[src/rtl/mips_pkg.sv]
// Shared MIPS register-file constants: register count, address/data widths
// and the hard-wired zero register index.
package mips_pkg;
  localparam int NUM_REGS = 32;
  localparam int ADDR_W   = 5;
  localparam int DATA_W   = 32;
  localparam int ZERO_REG = 0;
endpackage

[src/rtl/pend_counter.sv]
// Pending-write counter for one architectural register: +1 per issue, -1 per
// write-back or squash, saturating at 0 and max with one-cycle error pulses.
module pend_counter #(
  parameter int bCNT = 2
) (
  input  logic            clock,
  input  logic            reset,
  input  logic            inc,
  input  logic [1:0]      dec,
  output logic [bCNT-1:0] cnt,
  output logic            ovf,
  output logic            unf
);
  localparam logic [bCNT-1:0]          CNT_MAX   = '1;
  localparam logic signed [bCNT+2:0]   CNT_MAX_S = signed'({3'b000, CNT_MAX});

  logic [bCNT-1:0]        cnt_reg, cnt_next;
  logic signed [bCNT+2:0] sum;

  // Three extra bits keep cnt+1 and cnt-2 both representable as signed.
  always_comb begin
    sum = signed'({3'b000, cnt_reg})
        + signed'({{(bCNT+2){1'b0}}, inc})
        - signed'({{(bCNT+1){1'b0}}, dec});
    cnt_next = cnt_reg;
    ovf      = 1'b0;
    unf      = 1'b0;
    if (sum[bCNT+2]) begin
      cnt_next = '0;
      unf      = 1'b1;
    end else if (sum > CNT_MAX_S) begin
      cnt_next = CNT_MAX;
      ovf      = 1'b1;
    end else begin
      cnt_next = sum[bCNT-1:0];
    end
  end

  always_ff @(posedge clock or negedge reset) begin
    if (!reset) cnt_reg <= '0;
    else        cnt_reg <= cnt_next;
  end

  assign cnt = cnt_reg;
endmodule

[src/rtl/reg_file_scoreboard.sv]
// 32-entry MIPS register file with write-first bypass and a per-register
// pending-write scoreboard that raises the decode-stage RAW stall.
module reg_file_scoreboard
  import mips_pkg::*;
#(
  parameter int bREG  = DATA_W,
  parameter int bADDR = ADDR_W,
  parameter int bCNT  = 2
) (
  input  logic             clock,
  input  logic             reset,
  input  logic [bADDR-1:0] rs_addr,
  input  logic [bADDR-1:0] rt_addr,
  input  logic             rs_used,
  input  logic             rt_used,
  output logic [bREG-1:0]  rs_data,
  output logic [bREG-1:0]  rt_data,
  input  logic             issue_en,
  input  logic [bADDR-1:0] issue_addr,
  input  logic             wb_en,
  input  logic [bADDR-1:0] wb_addr,
  input  logic [bREG-1:0]  wb_data,
  input  logic             sq_en,
  input  logic [bADDR-1:0] sq_addr,
  output logic             stall,
  output logic             ovf_err,
  output logic             unf_err
);
  localparam int N = (bADDR == ADDR_W) ? NUM_REGS : (1 << bADDR);
  localparam logic [bADDR-1:0] ZERO_A  = bADDR'(ZERO_REG);
  localparam logic [bCNT-1:0]  CNT_MAX = '1;

  // Register 0 has no storage and no counter at all.
  logic [bREG-1:0] mem_reg [1:N-1];
  logic [bCNT-1:0] cnt     [1:N-1];
  logic [N-1:1]    ovf_pulse, unf_pulse;
  logic            ovf_err_reg, unf_err_reg;

  generate
    for (genvar gi = 1; gi < N; gi++) begin : g_reg
      logic wb_hit, sq_hit, iss_hit;
      assign wb_hit  = wb_en    && (wb_addr    == bADDR'(gi));
      assign sq_hit  = sq_en    && (sq_addr    == bADDR'(gi));
      assign iss_hit = issue_en && (issue_addr == bADDR'(gi));

      always_ff @(posedge clock or negedge reset) begin
        if (!reset)      mem_reg[gi] <= '0;
        else if (wb_hit) mem_reg[gi] <= wb_data;
      end

      pend_counter #(.bCNT(bCNT)) u_cnt (
        .clock (clock),
        .reset (reset),
        .inc   (iss_hit),
        .dec   ({1'b0, wb_hit} + {1'b0, sq_hit}),
        .cnt   (cnt[gi]),
        .ovf   (ovf_pulse[gi]),
        .unf   (unf_pulse[gi])
      );
    end
  endgenerate

  always_comb begin
    rs_data = '0;
    rt_data = '0;
    if (rs_addr != ZERO_A)
      rs_data = (wb_en && wb_addr == rs_addr) ? wb_data : mem_reg[rs_addr];
    if (rt_addr != ZERO_A)
      rt_data = (wb_en && wb_addr == rt_addr) ? wb_data : mem_reg[rt_addr];
  end

  // A write-back landing this cycle is bypassed, so it retires one pending count.
  logic [bCNT:0] eff_rs, eff_rt;
  logic          hz_rs, hz_rt, hz_full;

  always_comb begin
    eff_rs  = '0;
    eff_rt  = '0;
    hz_full = 1'b0;
    if (rs_addr != ZERO_A)
      eff_rs = {1'b0, cnt[rs_addr]} - {{bCNT{1'b0}}, (wb_en && wb_addr == rs_addr)};
    if (rt_addr != ZERO_A)
      eff_rt = {1'b0, cnt[rt_addr]} - {{bCNT{1'b0}}, (wb_en && wb_addr == rt_addr)};
    if (issue_en && issue_addr != ZERO_A)
      hz_full = (cnt[issue_addr] == CNT_MAX);
    hz_rs = rs_used && (rs_addr != ZERO_A) && (eff_rs != '0);
    hz_rt = rt_used && (rt_addr != ZERO_A) && (eff_rt != '0);
  end

  assign stall = hz_rs | hz_rt | hz_full;

  always_ff @(posedge clock or negedge reset) begin
    if (!reset) begin
      ovf_err_reg <= 1'b0;
      unf_err_reg <= 1'b0;
    end else begin
      ovf_err_reg <= ovf_err_reg | (|ovf_pulse);
      unf_err_reg <= unf_err_reg | (|unf_pulse);
    end
  end

  assign ovf_err = ovf_err_reg;
  assign unf_err = unf_err_reg;
endmodule

[config.mk]
export PLATFORM = sky130hd
export DESIGN_NAME = reg_file_scoreboard
export DESIGN_NICKNAME = d
export VERILOG_FILES = /design/src/rtl/mips_pkg.sv /design/src/rtl/pend_counter.sv /design/src/rtl/reg_file_scoreboard.sv
export SDC_FILE = /design/constraint.sdc
export NUM_CORES = 2
export LEC_CHECK = 0
export CAP_MARGIN = 20
export CORE_AREA = 2 2 476 336
export CTS_CLUSTER_SIZE = 12
export DETAILED_ROUTE_END_ITERATION = 10
export DIE_AREA = 0 0 478 338
export HOLD_SLACK_MARGIN = 0.08
export PLACE_DENSITY = 0.56
export SLEW_MARGIN = 15
export SYNTH_ARGS = -nofsm -noshare
export SYNTH_HDL_FRONTEND = slang
export SYNTH_HIERARCHICAL = 1
export SYNTH_SLANG_ARGS = --single-unit
export TNS_END_PERCENT = 1
[constraint.sdc]
create_clock -name clock -period 11.2 [get_ports clock]
set_input_delay 2.24 -clock clock [delete_from_list [all_inputs] [get_ports clock]]
set_output_delay 2.24 -clock clock [all_outputs]
set_load 0.05 [all_outputs]
==> results.yml <==
synth:
  synth_nets: 5050
  synth_top_flop_cell: "dfrtp_1"
  syn-instance-count: 4796
  ys_seq_elements: 1056
  synth_top_area_frac: 0.4236
  avgSynthCellArea_um2: 13.01
  seq_area_frac_synth: 0.4236
  yosysWarnings: 6
  netlist_area_um2: 62380
  ys_types: 60
  synth_area_leader_cell: "dfrtp_1"
  synth-edff-count: 0
  synthArstFlopShare: 1.000
  synthTopCellsByArea: "dfrtp_1 42%, mux4_2 19%, mux2_2 15%"
placement:
  gp_congestion: 0.8368
  port_buffers: 130
  hpwl_um: 125000
worst_setup_path:
  crit_slowest_cell: "clkdlybuf4s50_1"
  critPathTopFamily: "buffers and inverters"
  rrSetupSlack_ps: 8130
  crit_type: "in -> out"
  critPathLaunchType: "input port"
  critical_path.max_fanout: 27
  crit_required_ps: 8960
  end_kind: "output pin"
  critPathArrivalTime_ps: 6520
  critPathBufInv: 5
  path_cells: "clkdlybuf4s50_1, xor2_1, nor4_4, nand3_1, buf_4, clkinv_1, buf_4, a221oi_1, o211a_1, clkdlybuf4s50_1"
  cp_slowest_stage_delay_ps: 870
drt:
  wl_um: 205900
  via_per_inst: 6.170
  drtPass1Iterations: 6
  num_vias: 42590
  post-route-drc-count: 0
  drt_iter0_drc: 4018
  wl_per_cell_um: 29.82
  ant_nets: 0
finish:
  drive_gt1_frac: 0.3491
  nets: 4970
  area_delta_synth_final_pct: 10.68
  final.fill_count: 14320
  largest_register_ffs: 992
clock_tree:
  cts_hold_buf: 0
  clock-sinks: 1056
  postCtsResizedCells: 0
  htreeDepth: 3
  cts_tree: "built"
  path_clk_slew_ps: 60
  post-cts-setup-buffer-count: 0
  clockRootBuffer: "clkbuf_16"
  cts_max_path_buffers: 3
  cts_buffers: 108
  worstSkewPairLatency_ps: 770
timing:
  max_slew.worst_pin.slew_ps: 1130
  fmaxAchievable_mhz: 114.1
  grt_setup_unrepaired: "false"
  setup_violations: 0
  final-hold-violation-count: 0
  finalCriticalPeriod_ps: 8760
  fin_worst_skew_ps: 49.55
  setup_tns_ps: 0
  slew_violations: 0
  slew_headroom: 0.2469
  post-route-period-util: 0.7822
power_and_ir_drop:
  total_power_w: 0.01207
  pwr_density_cell_nw_per_um2: 174.8
  p_leak_nw: 28.93
  ir_worst_vdd_uv: 128.4
global_route:
  grt_overflow: 0
  antenna_found_initial: 8
  grt_pass1_vias: 42610
  grt_usage: 0.2558
  grt_start_max_net_pins: 162
  grt_pass1_wl_um: 304200
run_status:
  status: "complete, no violations"
worst_hold_path:
  hp-class: "reg -> reg"
floorplan:
  initial_utilization: 0.3972
  row_count: 122
  die_w_um: 478
  dieArea_um2: 161600
  core_area_um2: 157100
  boundaryPins: 131
  die_h_um: 338
flow_run:
  drv_cap: 0
-- placed cells by master (no fill, tap or decap), types with 44 or more instances in the layout --
| cell type | netlist | final |
|---|---|---|
| a22o_1 | 48 | 48 |
| buf_4 | 26 | 111 |
| clkdlybuf4s50_1 | 0 | 119 |
| mux2_2 | 819 | 819 |
| inv_1 | 193 | 191 |
| mux2i_1 | 63 | 63 |
| fa_1 | 62 | 62 |
| nand3_1 | 45 | 44 |
| ha_1 | 128 | 128 |
| dfrtp_1 | 1056 | 1056 |
| mux4_2 | 519 | 519 |
| nor2_1 | 101 | 89 |
| a21oi_1 | 69 | 68 |
| a221oi_1 | 89 | 89 |
| nor3b_1 | 62 | 61 |
| a211oi_1 | 60 | 60 |
| o21ai_0 | 313 | 313 |
| clkbuf_16 | 0 | 108 |
| nand2_1 | 312 | 304 |
| o21ai_1 | 60 | 60 |
-- through the flow --
| step | std cells | utilization | setup WS (ps) | cell area [um^2] | hold WS [ps] |
|---|---|---|---|---|---|
| after detailed placement | 6713 | 0.4173 | 2494 | 65540 | 488.6 |
| after floorplan | 4796 | - | 3516 | 62380 | 458.2 |
| after CTS | 6896 | 0.4394 | 2471 | 69020 | 501.8 |
| after global routing | 6900 | 0.4395 | 2333 | 69040 | 522.1 |
| after global placement | 6713 | 0.4173 | 2541 | 65540 | 474.9 |
| final | 6903 | 0.4396 | 2440 | 69050 | 499.2 |
-- final cells by class --
type	instances	area [um^2]	area share
multi-input combinational	3109	33470	0.4848
sequential	1056	26430	0.3827
clock buffer	164	3173	0.04596
tap	2108	2638	0.03820
timing repair buffer	247	2287	0.03313
inverter	194	729.5	0.01056
clock inverter	19	307.8	0.004458
antenna	6	15.01	0.0002175
-- synth_stat cells, types with 19 or more instances --
master and n:
dfrtp_1 1056, nand3_1 45, a31oi_1 32, mux4_2 519, nand2_1 312, nor2_1 101, a22o_1 48, nor2b_1 44
o22ai_1 25, buf_2 143, nor3b_1 62, o211a_1 19, mux2i_1 63, fa_1 62, buf_4 26, o21ai_1 60
clkbuf_1 233, a221oi_1 89, a22oi_1 24, ha_1 128, buf_1 20, o31ai_1 43, inv_1 193, mux2_2 819
nor4_1 30, a211oi_1 60, a21oi_1 69, o21ai_0 313, nor3_1 24
-- layer usage --
metal / vias up / GRT usage / part of all wire
met5: - / 0 / 0.00014
met4: 6 / 0.07797 / 0.031
met3: 339 / 0.05898 / 0.074
met2: 1551 / 0.3874 / 0.45
met1: 22670 / 0.3657 / 0.45
li1: 18030 / - / -
-- final timing paths --
path                                         from            to  cells past startpoint
max                                    wb_addr[2]   rt_data[26]                     10
max reg2reg                g_reg[20].u_cnt/cnt[1]       ovf_err                      7
min in group asynchronous                   reset  mem_reg[957]                      1
min reg2reg                          mem_reg[495]  mem_reg[495]                      2
min                                  mem_reg[495]  mem_reg[495]                      2
max in group asynchronous                   reset  mem_reg[280]                      3
-- kinds of logic (layout without fill, tap and decap cells) --
family                   after synthesis  in the layout  share of synthesized area
multiplexers                        1409           1409                     0.3482
flip-flops                          1056           1056                     0.4236
AO/OA/AOI/OAI                        823            823                    0.08462
AND/OR/NAND/NOR                      676            676                    0.05213
buffers and inverters                631            624                    0.04433
adder cells (fa/ha/maj)              190            190                    0.04557
XOR/XNOR                              11             11                   0.001545
other                                  0              6                          0
-- worst reg2reg max path, stage by stage, from the launching register on --
cell,delay (ps)
dfrtp_1,480
ha_1,360
fa_1,500
nand3_1,120
o31ai_1,80
nor4_1,680
nand4_1,330
or2_2,370
-- power breakdown --
group | total [W] | leakage, nW | internal (W) | switching [W]
clock network | 0.00365 | 1.67 | 0.00200 | 0.00165
registers | 0.00522 | 13.3 | 0.00458 | 0.000641
logic | 0.00320 | 13.9 | 0.00172 | 0.00148
No activity file was read; power rests on OpenSTA's default activity.
